**config.mk**
```make
export PLATFORM = sky130hd
export DESIGN_NAME = ex_mem_stage_flat
export DESIGN_NICKNAME = d
export VERILOG_FILES = /design/src/rtl/cpu_types_pkg.sv /design/src/rtl/ex_mem_stage_if.sv /design/src/rtl/mem_access_fsm.sv /design/src/rtl/ex_mem_stage.sv /design/src/flat_wrapper.sv
export SDC_FILE = /design/constraint.sdc
export NUM_CORES = 1
export LEC_CHECK = 0
export ABC_AREA = 0
export CAP_MARGIN = 40
export CORE_MARGIN = 2
export CORE_UTILIZATION = 37
export CTS_BUF_LIST = sky130_fd_sc_hd__clkbuf_8
export DETAILED_ROUTE_END_ITERATION = 8
export PLACE_DENSITY = 0.79
export SETUP_SLACK_MARGIN = 0.02
export SLEW_MARGIN = 5
export SYNTH_ARGS = -nofsm -noshare
export SYNTH_HDL_FRONTEND = slang
export SYNTH_SLANG_ARGS = --single-unit
```
**constraint.sdc**
```tcl
create_clock -name CLK -period 1.9 [get_ports CLK]
set_clock_uncertainty 0.05 [all_clocks]
set_input_delay 0.38 -clock CLK [delete_from_list [all_inputs] [get_ports CLK]]
set_output_delay 0.38 -clock CLK [all_outputs]
set_load 0.01 [all_outputs]
```
**src/rtl/cpu_types_pkg.sv**
```systemverilog
// Shared types for the MEM side of the 5-stage pipeline: word/register widths,
// the data-cache access FSM state and the EX/MEM latch record.
package cpu_types_pkg;

  localparam int WORD_W = 32;
  localparam int REG_W  = 5;

  typedef logic [WORD_W-1:0] word_t;
  typedef logic [REG_W-1:0]  regbits_t;

  typedef enum logic {
    IDLE   = 1'b0,
    ACCESS = 1'b1
  } mem_state_t;

  // One record so the whole EX/MEM latch is a single register.
  typedef struct packed {
    logic     valid;
    regbits_t rd;
    logic     regwr;
    logic     memrd;
    logic     memwr;
    logic     halt;
    word_t    alu_out;
    word_t    store_data;
  } ex_mem_t;

endpackage

```
**src/rtl/ex_mem_stage_if.sv**
```systemverilog
// Data-cache request bus between the MEM stage (master) and the dcache (slave).
// Handshake: dREN/dWEN stay high while an access is outstanding; the access
// retires on the first rising edge where dhit=1, and dload is valid in that cycle.
interface ex_mem_stage_if #(
  parameter int DW = 32
);
  logic          dREN;
  logic          dWEN;
  logic [DW-1:0] daddr;
  logic [DW-1:0] dstore;
  logic          dhit;
  logic [DW-1:0] dload;

  modport master (
    output dREN, dWEN, daddr, dstore,
    input  dhit, dload
  );

  modport slave (
    input  dREN, dWEN, daddr, dstore,
    output dhit, dload
  );
endinterface

```
**src/rtl/mem_access_fsm.sv**
```systemverilog
// Data-cache access sequencer: tracks the outstanding request, generates the
// request strobes and the pipeline stall, and counts stalled cycles.
module mem_access_fsm
  import cpu_types_pkg::*;
#(
  parameter int CNT_W = 32
) (
  input  logic             clk,
  input  logic             rst,
  input  logic             adv,
  input  logic             start_access,
  input  logic             dhit,
  input  logic             memrd,
  input  logic             memwr,
  output logic             dren,
  output logic             dwen,
  output logic             stall,
  output logic [CNT_W-1:0] stall_cnt,
  output mem_state_t       state
);

  mem_state_t next_state;

  always_ff @(posedge clk) begin
    if (rst) state <= IDLE;
    else     state <= next_state;
  end

  // The retiring edge is also a capture edge, so a following memory op
  // goes straight back into ACCESS.
  always_comb begin
    next_state = state;
    if (adv) next_state = start_access ? ACCESS : IDLE;
  end

  always_comb begin
    dren  = 1'b0;
    dwen  = 1'b0;
    stall = 1'b0;
    if (state == ACCESS) begin
      dren  = memrd;
      dwen  = memwr && !memrd;
      stall = !dhit;
    end
  end

  always_ff @(posedge clk) begin
    if (rst)        stall_cnt <= '0;
    else if (stall) stall_cnt <= stall_cnt + 1'b1;
  end

endmodule

```
**src/rtl/ex_mem_stage.sv**
```systemverilog
// EX/MEM pipeline register with the dcache request handshake; bubbles on
// flush, holds upstream during outstanding accesses and freezes after halt.
module ex_mem_stage
  import cpu_types_pkg::*;
#(
  parameter int DW    = WORD_W,
  parameter int RW    = REG_W,
  parameter int CNT_W = 32
) (
  input  logic             CLK,
  input  logic             RST,
  input  logic             ex_valid,
  input  logic [RW-1:0]    ex_rd,
  input  logic             ex_regwr,
  input  logic             ex_memrd,
  input  logic             ex_memwr,
  input  logic [DW-1:0]    ex_alu_out,
  input  logic [DW-1:0]    ex_store_data,
  input  logic             ex_halt,
  input  logic             flush,
  ex_mem_stage_if.master   dbus,
  output logic             mem_valid,
  output logic [RW-1:0]    rd_mem,
  output logic             wr_mem,
  output logic             wm_mem,
  output logic [DW-1:0]    mem_alu_out,
  output logic [DW-1:0]    mem_load_data,
  output logic             mem_halt,
  output logic             stall,
  output logic [CNT_W-1:0] stall_cnt,
  output mem_state_t       mem_state
);

  ex_mem_t latch_q;
  ex_mem_t capture;
  logic    adv;
  logic    start_access;

  assign adv = !stall && !latch_q.halt;

  // Bubbles clear the control fields but keep the data fields as they were.
  always_comb begin
    capture       = latch_q;
    capture.valid = 1'b0;
    capture.rd    = '0;
    capture.regwr = 1'b0;
    capture.memrd = 1'b0;
    capture.memwr = 1'b0;
    capture.halt  = 1'b0;
    if (ex_valid && !flush) begin
      capture.valid      = 1'b1;
      capture.rd         = ex_rd;
      capture.regwr      = ex_regwr && (ex_rd != '0);
      capture.memrd      = ex_memrd;
      capture.memwr      = ex_memwr && !ex_memrd;
      capture.halt       = ex_halt;
      capture.alu_out    = ex_alu_out;
      capture.store_data = ex_store_data;
    end
  end

  assign start_access = capture.memrd || capture.memwr;

  always_ff @(posedge CLK) begin
    if (RST)      latch_q <= '0;
    else if (adv) latch_q <= capture;
  end

  always_ff @(posedge CLK) begin
    if (RST)
      mem_load_data <= '0;
    else if (mem_state == ACCESS && dbus.dhit && latch_q.memrd)
      mem_load_data <= dbus.dload;
  end

  mem_access_fsm #(.CNT_W(CNT_W)) u_fsm (
    .clk          (CLK),
    .rst          (RST),
    .adv          (adv),
    .start_access (start_access),
    .dhit         (dbus.dhit),
    .memrd        (latch_q.memrd),
    .memwr        (latch_q.memwr),
    .dren         (dbus.dREN),
    .dwen         (dbus.dWEN),
    .stall        (stall),
    .stall_cnt    (stall_cnt),
    .state        (mem_state)
  );

  assign dbus.daddr  = latch_q.alu_out;
  assign dbus.dstore = latch_q.store_data;

  assign mem_valid   = latch_q.valid;
  assign rd_mem      = latch_q.rd;
  assign wr_mem      = latch_q.regwr;
  assign wm_mem      = latch_q.memwr;
  assign mem_alu_out = latch_q.alu_out;
  assign mem_halt    = latch_q.halt;

endmodule

```
**src/flat_wrapper.sv**
```systemverilog
// flat-port wrapper written by rule: the top's interface ports become plain ports
module ex_mem_stage_flat import cpu_types_pkg::*;
#(
  parameter int DW    = WORD_W,
  parameter int RW    = REG_W,
  parameter int CNT_W = 32
)
  (CLK, RST, ex_valid, ex_rd, ex_regwr, ex_memrd, ex_memwr, ex_alu_out, ex_store_data, ex_halt, flush, mem_valid, rd_mem, wr_mem, wm_mem, mem_alu_out, mem_load_data, mem_halt, stall, stall_cnt, mem_state, dbus_dREN, dbus_dWEN, dbus_daddr, dbus_dstore, dbus_dhit, dbus_dload);
  ex_mem_stage_if #(.DW(DW)) dbus_i ();
  input  logic CLK;
  input  logic RST;
  input  logic ex_valid;
  input  logic [RW-1:0] ex_rd;
  input  logic ex_regwr;
  input  logic ex_memrd;
  input  logic ex_memwr;
  input  logic [DW-1:0] ex_alu_out;
  input  logic [DW-1:0] ex_store_data;
  input  logic ex_halt;
  input  logic flush;
  output logic mem_valid;
  output logic [RW-1:0] rd_mem;
  output logic wr_mem;
  output logic wm_mem;
  output logic [DW-1:0] mem_alu_out;
  output logic [DW-1:0] mem_load_data;
  output logic mem_halt;
  output logic stall;
  output logic [CNT_W-1:0] stall_cnt;
  output mem_state_t mem_state;
  output wire logic [$bits(dbus_i.dREN)-1:0] dbus_dREN;
  output wire logic [$bits(dbus_i.dWEN)-1:0] dbus_dWEN;
  output wire logic [$bits(dbus_i.daddr)-1:0] dbus_daddr;
  output wire logic [$bits(dbus_i.dstore)-1:0] dbus_dstore;
  input wire logic [$bits(dbus_i.dhit)-1:0] dbus_dhit;
  input wire logic [$bits(dbus_i.dload)-1:0] dbus_dload;
  assign dbus_dREN = dbus_i.dREN;
  assign dbus_dWEN = dbus_i.dWEN;
  assign dbus_daddr = dbus_i.daddr;
  assign dbus_dstore = dbus_i.dstore;
  assign dbus_i.dhit = dbus_dhit;
  assign dbus_i.dload = dbus_dload;
  ex_mem_stage #(.DW(DW), .RW(RW), .CNT_W(CNT_W)) u_core (.CLK(CLK), .RST(RST), .ex_valid(ex_valid), .ex_rd(ex_rd), .ex_regwr(ex_regwr), .ex_memrd(ex_memrd), .ex_memwr(ex_memwr), .ex_alu_out(ex_alu_out), .ex_store_data(ex_store_data), .ex_halt(ex_halt), .flush(flush), .dbus(dbus_i), .mem_valid(mem_valid), .rd_mem(rd_mem), .wr_mem(wr_mem), .wm_mem(wm_mem), .mem_alu_out(mem_alu_out), .mem_load_data(mem_load_data), .mem_halt(mem_halt), .stall(stall), .stall_cnt(stall_cnt), .mem_state(mem_state));
endmodule
```
# ---- Word level (Yosys, flattened, before mapping)
# Cells that the tools add are included.
dict set report classes {
  addsub 1
  muxes 5
  reduce_logical 16
}
# operator count
set op_table {}
lappend op_table {{$mux W74} 1}
lappend op_table {{$add A32 B1 Y32 const B} 1}
lappend op_table {{$logic_and A1 B1 Y1} 7}
lappend op_table {{$logic_not A1 Y1} 6}
lappend op_table {{$reduce_bool A5 Y1} 1}
lappend op_table {{$mux W1} 4}
lappend op_table {{$reduce_and A2 Y1} 1}
lappend op_table {{$logic_or A1 B1 Y1} 1}
dict set report word_totals {
  regBits 139
  inputBits 110
  out_inout_bits 173
  elab_cells 33
}

# ---- Longest topological paths before layout
# Gate-level depths: netlist of the first run.
dict set report logic_depth {
  ltp_word 5
  ltp_mapped 7
  ltp_nobuf 5
}

# ---- Modules after synthesis
# A second synthesis of the first run with hierarchy kept.
dict set report hier_totals {
  hier_cells 749
  hier_area_um2 6057.1
}
# module n_inst cells_each area_each_um2 seq_area_each_um2
set by_module_without_submodules {}
lappend by_module_without_submodules {ex_mem_stage 1 561 4460.5 2122.0}
lappend by_module_without_submodules {mem_access_fsm 1 188 1596.5 660.6}

# ---- Worst setup path before layout of the first run
# OpenSTA, ideal clock, no wires.
dict set report synth_path {
  path_type {reg2reg}
  start {register u_core.u_fsm.stall_cnt[0]}
  end {register u_core.u_fsm.stall_cnt[24]}
  setup_ns 0.070
  arrival_time_ns 2.024
  t_required_ns 1.780
  path_slack_ns -0.244
  path_stages_with_launch 7
  n_path_buf 1
  period_less_slack_ns 2.144
  cell_sequence {dfxtp_1 > ha_1 > nand3b_1 > or4_1 > buf_2 > or4_1 > a21oi_1}
}
dict set report synth_between {
  elab_chain_len 1
}
# element line
set synth_rtl {}
lappend synth_rtl {{from (decl)} mem_access_fsm.sv:18} ;# output logic [CNT_W-1:0] stall_cnt,
lappend synth_rtl {{from (signal assigned)} mem_access_fsm.sv:49} ;# else if (stall) stall_cnt <= stall_cnt + 1'b1;
lappend synth_rtl {{$add A32 B1 Y32} mem_access_fsm.sv:49}
# No other way between the ends.
# A chain may end at the register's enable or synchronous reset.

# ---- Worst setup path in the final report of the first run
dict set report layout_path {
  start {register u_core.u_fsm.stall_cnt[0]}
  end {register u_core.u_fsm.stall_cnt[26]}
}
# Same word-level chain as after synthesis.

==> run metrics, run 1 <==
DR vias/cell=4.90; Adder-Cell Fraction of Synth Area=0.00232; CTS buffer count=17; PortBufs=282; I/O pin cnt=283; Int Pwr=0.00506 W; Top delay family on crit path=simple AND/OR/NAND/NOR gates; vias=5,698; pin count of the biggest net entering global routing=a little under 60; root buffer cell=clkbuf_8; CTS hold repair buffers=0; mux cell area share after synthesis=0.00186; grt ovf=0; final hold slack=approximately 0.27 ns; RSZ-0062 raised after global routing=true; RD Place Congestion=0.810; setup ws final=-0.0385 ns; Leak=3.54 nW; post-synthesis sequential area ratio=0.516; violated checks=setup timing; crit-path max cell delay=~0.48 ns; CP Data Arrival Time=2.26 ns; Worst Hold Class=input port to register; post-synth top area share=0.516; PD cells=711 mW/mm2; clock share of power=0.420; number of global-route vias before repair=5,382; CP bufs+invs=1; H-tree depth=4; Syn. warnings=0; DRT iter0 DRCs=267; kind of end point of the critical path=register; Yosys cell types=35; wire length per cell=14.9 um; Post-Synthesis Cells=672; CP cell instances=ha_4 > nand3b_1 > or4_4 > buf_6 > or4_4 > a21oi_2; Crit Path Category=register to register; Synth Area per Inst=8.02 um2; global-route wire length before repair=27.3 mm; core area=0.0144 mm2; final wirelength=approximately 17 mm; antenna cell count=0; FP Rows=44; Final period util=1.02; share of layout cells above drive strength 1=0.142; Area Overhead vs Synth=71.3%; setup_tns=-0.109 ns; CTS Buffer Depth=2; die height=125 um; TritonCTS Sinks=139; clock-pin slew on the worst setup and hold paths=0.08 ns; Mapped Nets=783; Clk Latency, worst-skew pair=0.44 ns; Flop pwr share=0.462; Synth Register Bits=139; crit-path max FO=8; VDD IR-drop max=~0.53 mV; status=finished, violations left; Synth area leaders=dfxtp_1 (52%), nand2_1 (14%), a21oi_1 (11%); dpl hpwl=12.2 mm; Synth Area in Compound Gates=0.147; All-Layer GR Usage=0.219; Mapped Area=0.00539 mm2; DR pass1 iterations=6; Worst setup SP type=register; Starting Density=0.375; normalized max-slew margin=0.763; slowest CP cell=or4_4; Synth Area in XOR/XNOR=0.0179; max-cap viol count=0; die area=roughly 0.016 mm2; CP Data Required Time=2.22 ns; Remaining DRCs=0; Setup-failing EPs final=4; die width=125 um; Synth area leader=dfxtp_1; fin. max-slew vios=0; final hold violation count=0; minimum clock period=1.94 ns; net switching power=0.00150 W; post-route ant nets=0; fin nets=~1.1k; Max Clock Freq=516 MHz; Post-Synth Simple-Gate Area=0.231; CTS tree=done; Comb power frac=0.118; main combinational cell family by area after synthesis=simple AND/OR/NAND/NOR gates; Worst-Margin Slew=0.352 ns; most used cell, CP=or4_4; initial antenna violation count=0; Net Sw Frac=0.229
repair_timing:
action	4_1_cts	5_1_grt
cloned	3	0
setup buffers	9	4
pin swaps	14	7
setup endpoints to repair	37	31
gates resized for setup	37	20
cell usage after synthesis:
| cell type | number |
|---|---|
| buf_4 | 32 |
| o21ai_0 | 10 |
| buf_2 | 7 |
| ha_1 | 1 |
| and2_1 | 2 |
| nand4_1 | 7 |
| nand4b_1 | 1 |
| nand2_1 | 204 |
| nor2_1 | 22 |
| or4b_2 | 1 |
| mux2i_1 | 1 |
| nor2b_1 | 1 |
| and3_1 | 3 |
| o31ai_1 | 11 |
| nor4_1 | 1 |
| clkbuf_2 | 1 |
| nor3_1 | 3 |
| or2_2 | 1 |
| inv_1 | 7 |
| buf_1 | 1 |
| nor4b_1 | 1 |
| xnor2_1 | 6 |
| nand3_1 | 9 |
| clkbuf_1 | 37 |
| dfxtp_1 | 139 |
| nand3b_1 | 1 |
| a21oi_1 | 120 |
| o211ai_1 | 1 |
| or4_1 | 15 |
| nand2b_1 | 1 |
| xor2_1 | 5 |
| or3_1 | 11 |
| and4_1 | 2 |
| a22oi_1 | 6 |
| a32oi_1 | 1 |
sequential cells by signal, indices dropped and copies added (netlist names), 5 cells and up:
signal / count
u_core.rd_mem: 5
u_core.dbus.daddr: 32
u_core.dbus.dstore: 32
u_core.mem_load_data: 32
u_core.u_fsm.stall_cnt: 32
worst register-to-register path, delay by kind of cell, from the launching register on:
kind	cells	cell delay, ns
simple gates	3	1.04
compound gates	1	0.13
flops	1	0.37
buf+inv	1	0.16
fa+ha+maj	1	0.13
final timing paths:
kind | slack, ns | depth (start not counted) | to | startpoint
max | -0.04 | 6 | u_core.u_fsm.stall_cnt[26]$_SDFFE_PP0P_ | u_core.u_fsm.stall_cnt[0]$_SDFFE_PP0P_
min reg2reg | 0.40 | 2 | u_core.dbus.dstore[17]$_SDFFE_PP0P_ | u_core.dbus.dstore[17]$_SDFFE_PP0P_
min | 0.27 | 2 | u_core.u_fsm.stall_cnt[8]$_SDFFE_PP0P_ | RST
max reg2reg | -0.04 | 6 | u_core.u_fsm.stall_cnt[26]$_SDFFE_PP0P_ | u_core.u_fsm.stall_cnt[0]$_SDFFE_PP0P_
power by group through the flow:
| stage | sequential [W] | combinational, W | clock (W) |
|---|---|---|---|
| 6_report | 0.00303 | 0.000771 | 0.00276 |
| 3_5_place_dp | 0.00310 | 0.000772 | 0 |
| 5_1_grt | 0.00304 | 0.000826 | 0.00294 |
| 2_1_floorplan | 0.00313 | 0.000249 | 0 |
| 4_1_cts | 0.00303 | 0.000777 | 0.00281 |
| 3_3_place_gp | 0.00310 | 0.000765 | 0 |
through the flow:
stage | cell area [um2] | total power [W] | setup slack [ns] | std cells | utilization
floorplan | 5460 | 0.00338 | 0.0207 | 672 | -
global placement | 8570 | 0.00386 | -0.444 | 1115 | 0.597
detailed placement | 8570 | 0.00387 | -0.504 | 1115 | 0.597
CTS | 9150 | 0.00662 | -0.0355 | 1159 | 0.637
global route | 9230 | 0.00681 | -0.0772 | 1163 | 0.642
finish | 9230 | 0.00656 | -0.0385 | 1163 | 0.642
per-layer routing:
layer / track usage / wire, um / vias to the layer above
li1: - / - / 2802
met1: 0.241 / 6790 / 2600
met2: 0.381 / 8670 / 257
met3: 0.0692 / 1270 / 39
met4: 0.105 / 563 / 0
met5: 0 / 0 / -
final cells by class:
class / count / area (um2)
Tap cell: 184 / 230
Timing Repair Buffer: 353 / 3470
Clock buffer: 22 / 303
Clock inverter: 10 / 163
Fill cell: 1188 / 5140
Inverter: 7 / 26.3
Multi-Input combinational cell: 448 / 2220
Sequential cell: 139 / 2810
cell families (layout without fill, tap and decap cells):
family / count (synthesis) / in the layout
AND/OR/NAND/NOR: 286 / 286
AO/OA/AOI/OAI: 149 / 149
flip-flops: 139 / 139
buffers and inverters: 85 / 392
XOR/XNOR: 11 / 11
adder cells (fa/ha/maj): 1 / 1
multiplexers: 1 / 1
placed cells by master, fill, tap and decap left out, drive strengths merged, types with 2 or more instances in the layout:
cell type        n
nand2          204
xor2             5
nor3             3
a21oi          120
and3             3
clkdlybuf4s50  248
or3             11
xnor2            6
o21ai           10
dlymetal6s2s     8
bufinv           4
and2             2
dfxtp          139
clkinv           4
dlygate4sd2     24
o31ai           11
clkbuf          22
nor2            22
buf             71
nand3            9
a22oi            6
nand4            7
and4             2
inv              8
or4             15
Power figures use the tool's default switching activity.
==> run 2: changes to the inputs <==
--- a/config.mk
+++ b/config.mk
@@ -12,7 +12,9 @@
 export CTS_BUF_LIST = sky130_fd_sc_hd__clkbuf_8
 export DETAILED_ROUTE_END_ITERATION = 8
 export PLACE_DENSITY = 0.79
+export REMOVE_ABC_BUFFERS = 1
 export SETUP_SLACK_MARGIN = 0.02
+export SKIP_LAST_GASP = 1
 export SLEW_MARGIN = 5
 export SYNTH_ARGS = -nofsm -noshare
 export SYNTH_HDL_FRONTEND = slang
==> run metrics, run 2 (synthesis results as in run 1) <==
CTS Buffer Depth=2; dpl hpwl=12.0 mm; PD cells=just over 700 mW/mm2; TritonCTS Sinks=139; Area Overhead vs Synth=72.9%; pre-CTS setup slack=-0.651 ns; die area=0.0155 mm2; CTS hold repair buffers=0; kind of end point of the critical path=register; max-cap viol count=0; VDD IR-drop max=0.747 mV; Comb power frac=0.122; commonest non-fill, non-tap cell in the layout=clkdlybuf4s50_1; status=finished, violations left; post-route ant nets=0; fillers=1,161; number of global-route vias before repair=5,540; setup ws final=-0.104 ns; pin count of the biggest net entering global routing=70; Max Clock Freq=499 MHz; CTS buffer count=17; All-Layer GR Usage=0.219; normalized max-slew margin=0.775; die height=125 um; Crit Path Category=register to register; DRT iter0 DRCs=333; commonest non-fill, non-tap cells in the layout=clkdlybuf4s50_1 (241), nand2_1 (204), dfxtp_1 (125), a21oi_1 (118), buf_4 (54); vias=5,679; H-tree depth=4; wire length per cell=15.2 um; violated checks=setup timing; Leak=3.67 nW; Worst setup SP type=register; Worst-Margin Slew=0.338 ns; FP Rows=between 40 and 50; Remaining DRCs=0; RD Place Congestion=0.793; die width=125 um; Layout Cells excl Fill=1,167; PortBufs=282; grt ovf=0; Setup-failing EPs final=9; CTS tree=done; Net Sw Frac=0.235; initial antenna violation count=1; net switching power=0.00156 W; final wirelength=around 18 mm; CP Data Required Time=2.22 ns; root buffer cell=clkbuf_8; RSZ-0062 raised after global routing=true; fin. max-slew vios=0; Int Pwr=0.00508 W; I/O pin cnt=283; core area=0.0144 mm2; Clk Latency, worst-skew pair=0.44 ns; Starting Density=0.375; placed insts=1,117; final hold violation count=0; CP Data Arrival Time=2.32 ns; Flop pwr share=0.457; DR pass1 iterations=5; clock-pin slew on the worst setup and hold paths=0.09 ns; global-route wire length before repair=27.5 mm; fin nets=roughly 1.1k; crit-path max FO=6; share of layout cells above drive strength 1=0.141; minimum clock period=2.00 ns; Worst Hold Class=input port to register; Final period util=1.05; clock share of power=0.420; DR vias/cell=4.87; Final Util=0.648
[run 2: cell types whose count changed in the layout (fill, tap and decap cells not counted), moves of 4 or more]
cell	previous run	this run
clkbuf_8	22	18
dfxtp_1	119	125
clkdlybuf4s50_1	248	241
dfxtp_2	18	14
buf_6	3	9
buf_4	58	54
dlymetal6s2s_1	8	14
[run 2: timing repair]
| item | 4_1_cts | 5_1_grt |
|---|---|---|
| endpoints found under the setup margin | 113 | 85 |
| pin swaps | 13 | 7 |
| gates resized for setup | 52 | 33 |
| gates cloned | 2 | 2 |
| setup buffers | 11 | 2 |
[run 2: worst max-delay path, stage by stage (launching register included)]
cell and delay, ns:
dfxtp_2 0.34, buf_6 0.10, ha_4 0.13, nand3b_1 0.10, or4_4 0.45, buf_6 0.16
or4_1 0.48, a21oi_1 0.13
[run 2: final cells by class]
class / instances / area [um2] / share of cell area
tap: 184 / 230 / 0.0247
clock buffer: 18 / 248 / 0.0266
sequential: 139 / 2800 / 0.301
clock inverter: 14 / 218 / 0.0234
inverter: 7 / 26.3 / 0.00282
multi-input combinational: 448 / 2240 / 0.240
antenna: 1 / 2.50 / 0.000269
timing repair buffer: 356 / 3550 / 0.381
[run 2: path summary, 6_finish.rpt]
| path | end | cells after the start | slack, ns | start |
|---|---|---|---|---|
| max | u_core.u_fsm.stall_cnt[26]$_SDFFE_PP0P_ | 7 | -0.10 | u_core.u_fsm.stall_cnt[0]$_SDFFE_PP0P_ |
| min reg2reg | u_core.mem_load_data[0]$_SDFFE_PP0P_ | 2 | 0.40 | u_core.mem_load_data[0]$_SDFFE_PP0P_ |
| min | u_core.dbus.daddr[16]$_SDFFE_PP0P_ | 2 | 0.23 | RST |
| max reg2reg | u_core.u_fsm.stall_cnt[26]$_SDFFE_PP0P_ | 7 | -0.10 | u_core.u_fsm.stall_cnt[0]$_SDFFE_PP0P_ |
[run 2: power groups by stage]
stage          combinational, W  sequential (W)  clock (W)
2_1_floorplan          0.000145         0.00315          0
4_1_cts                0.000792         0.00304    0.00287
3_5_place_dp           0.000779         0.00310          0
6_report               0.000812         0.00304    0.00279
5_1_grt                0.000873         0.00305    0.00299
3_3_place_gp           0.000776         0.00310          0
[run 2: per-layer routing]
layer  GRT usage  part of all wire
met4      0.0859             0.026
met3       0.104             0.099
met1       0.235              0.38
met5           0                 0
met2       0.374              0.49
[run 2: metrics by stage]
| stage | instance area, um2 | hold WS [ns] | power [W] | TNS [ns] |
|---|---|---|---|---|
| 6_report | 9310 | 0.232 | 0.00664 | -0.530 |
| 5_1_grt | 9310 | 0.211 | 0.00691 | -1.52 |
| 4_1_cts | 9160 | 0.196 | 0.00670 | -0.388 |
| 3_5_place_dp | 8550 | 0.396 | 0.00388 | -46.77 |
| 3_3_place_gp | 8550 | 0.391 | 0.00388 | -44.91 |
| 2_1_floorplan | 4960 | 0.399 | 0.00330 | -366.75 |
==> run 3: changes to the inputs <==
--- a/config.mk
+++ b/config.mk
@@ -11,6 +11,7 @@
 export CORE_UTILIZATION = 37
 export CTS_BUF_LIST = sky130_fd_sc_hd__clkbuf_8
 export DETAILED_ROUTE_END_ITERATION = 8
+export GPL_TIMING_DRIVEN = 1
 export PLACE_DENSITY = 0.79
 export REMOVE_ABC_BUFFERS = 1
 export SETUP_SLACK_MARGIN = 0.02
==> results of run 3 <==
Same layout as run 2: the final DEF is identical, and so are final timing and power.
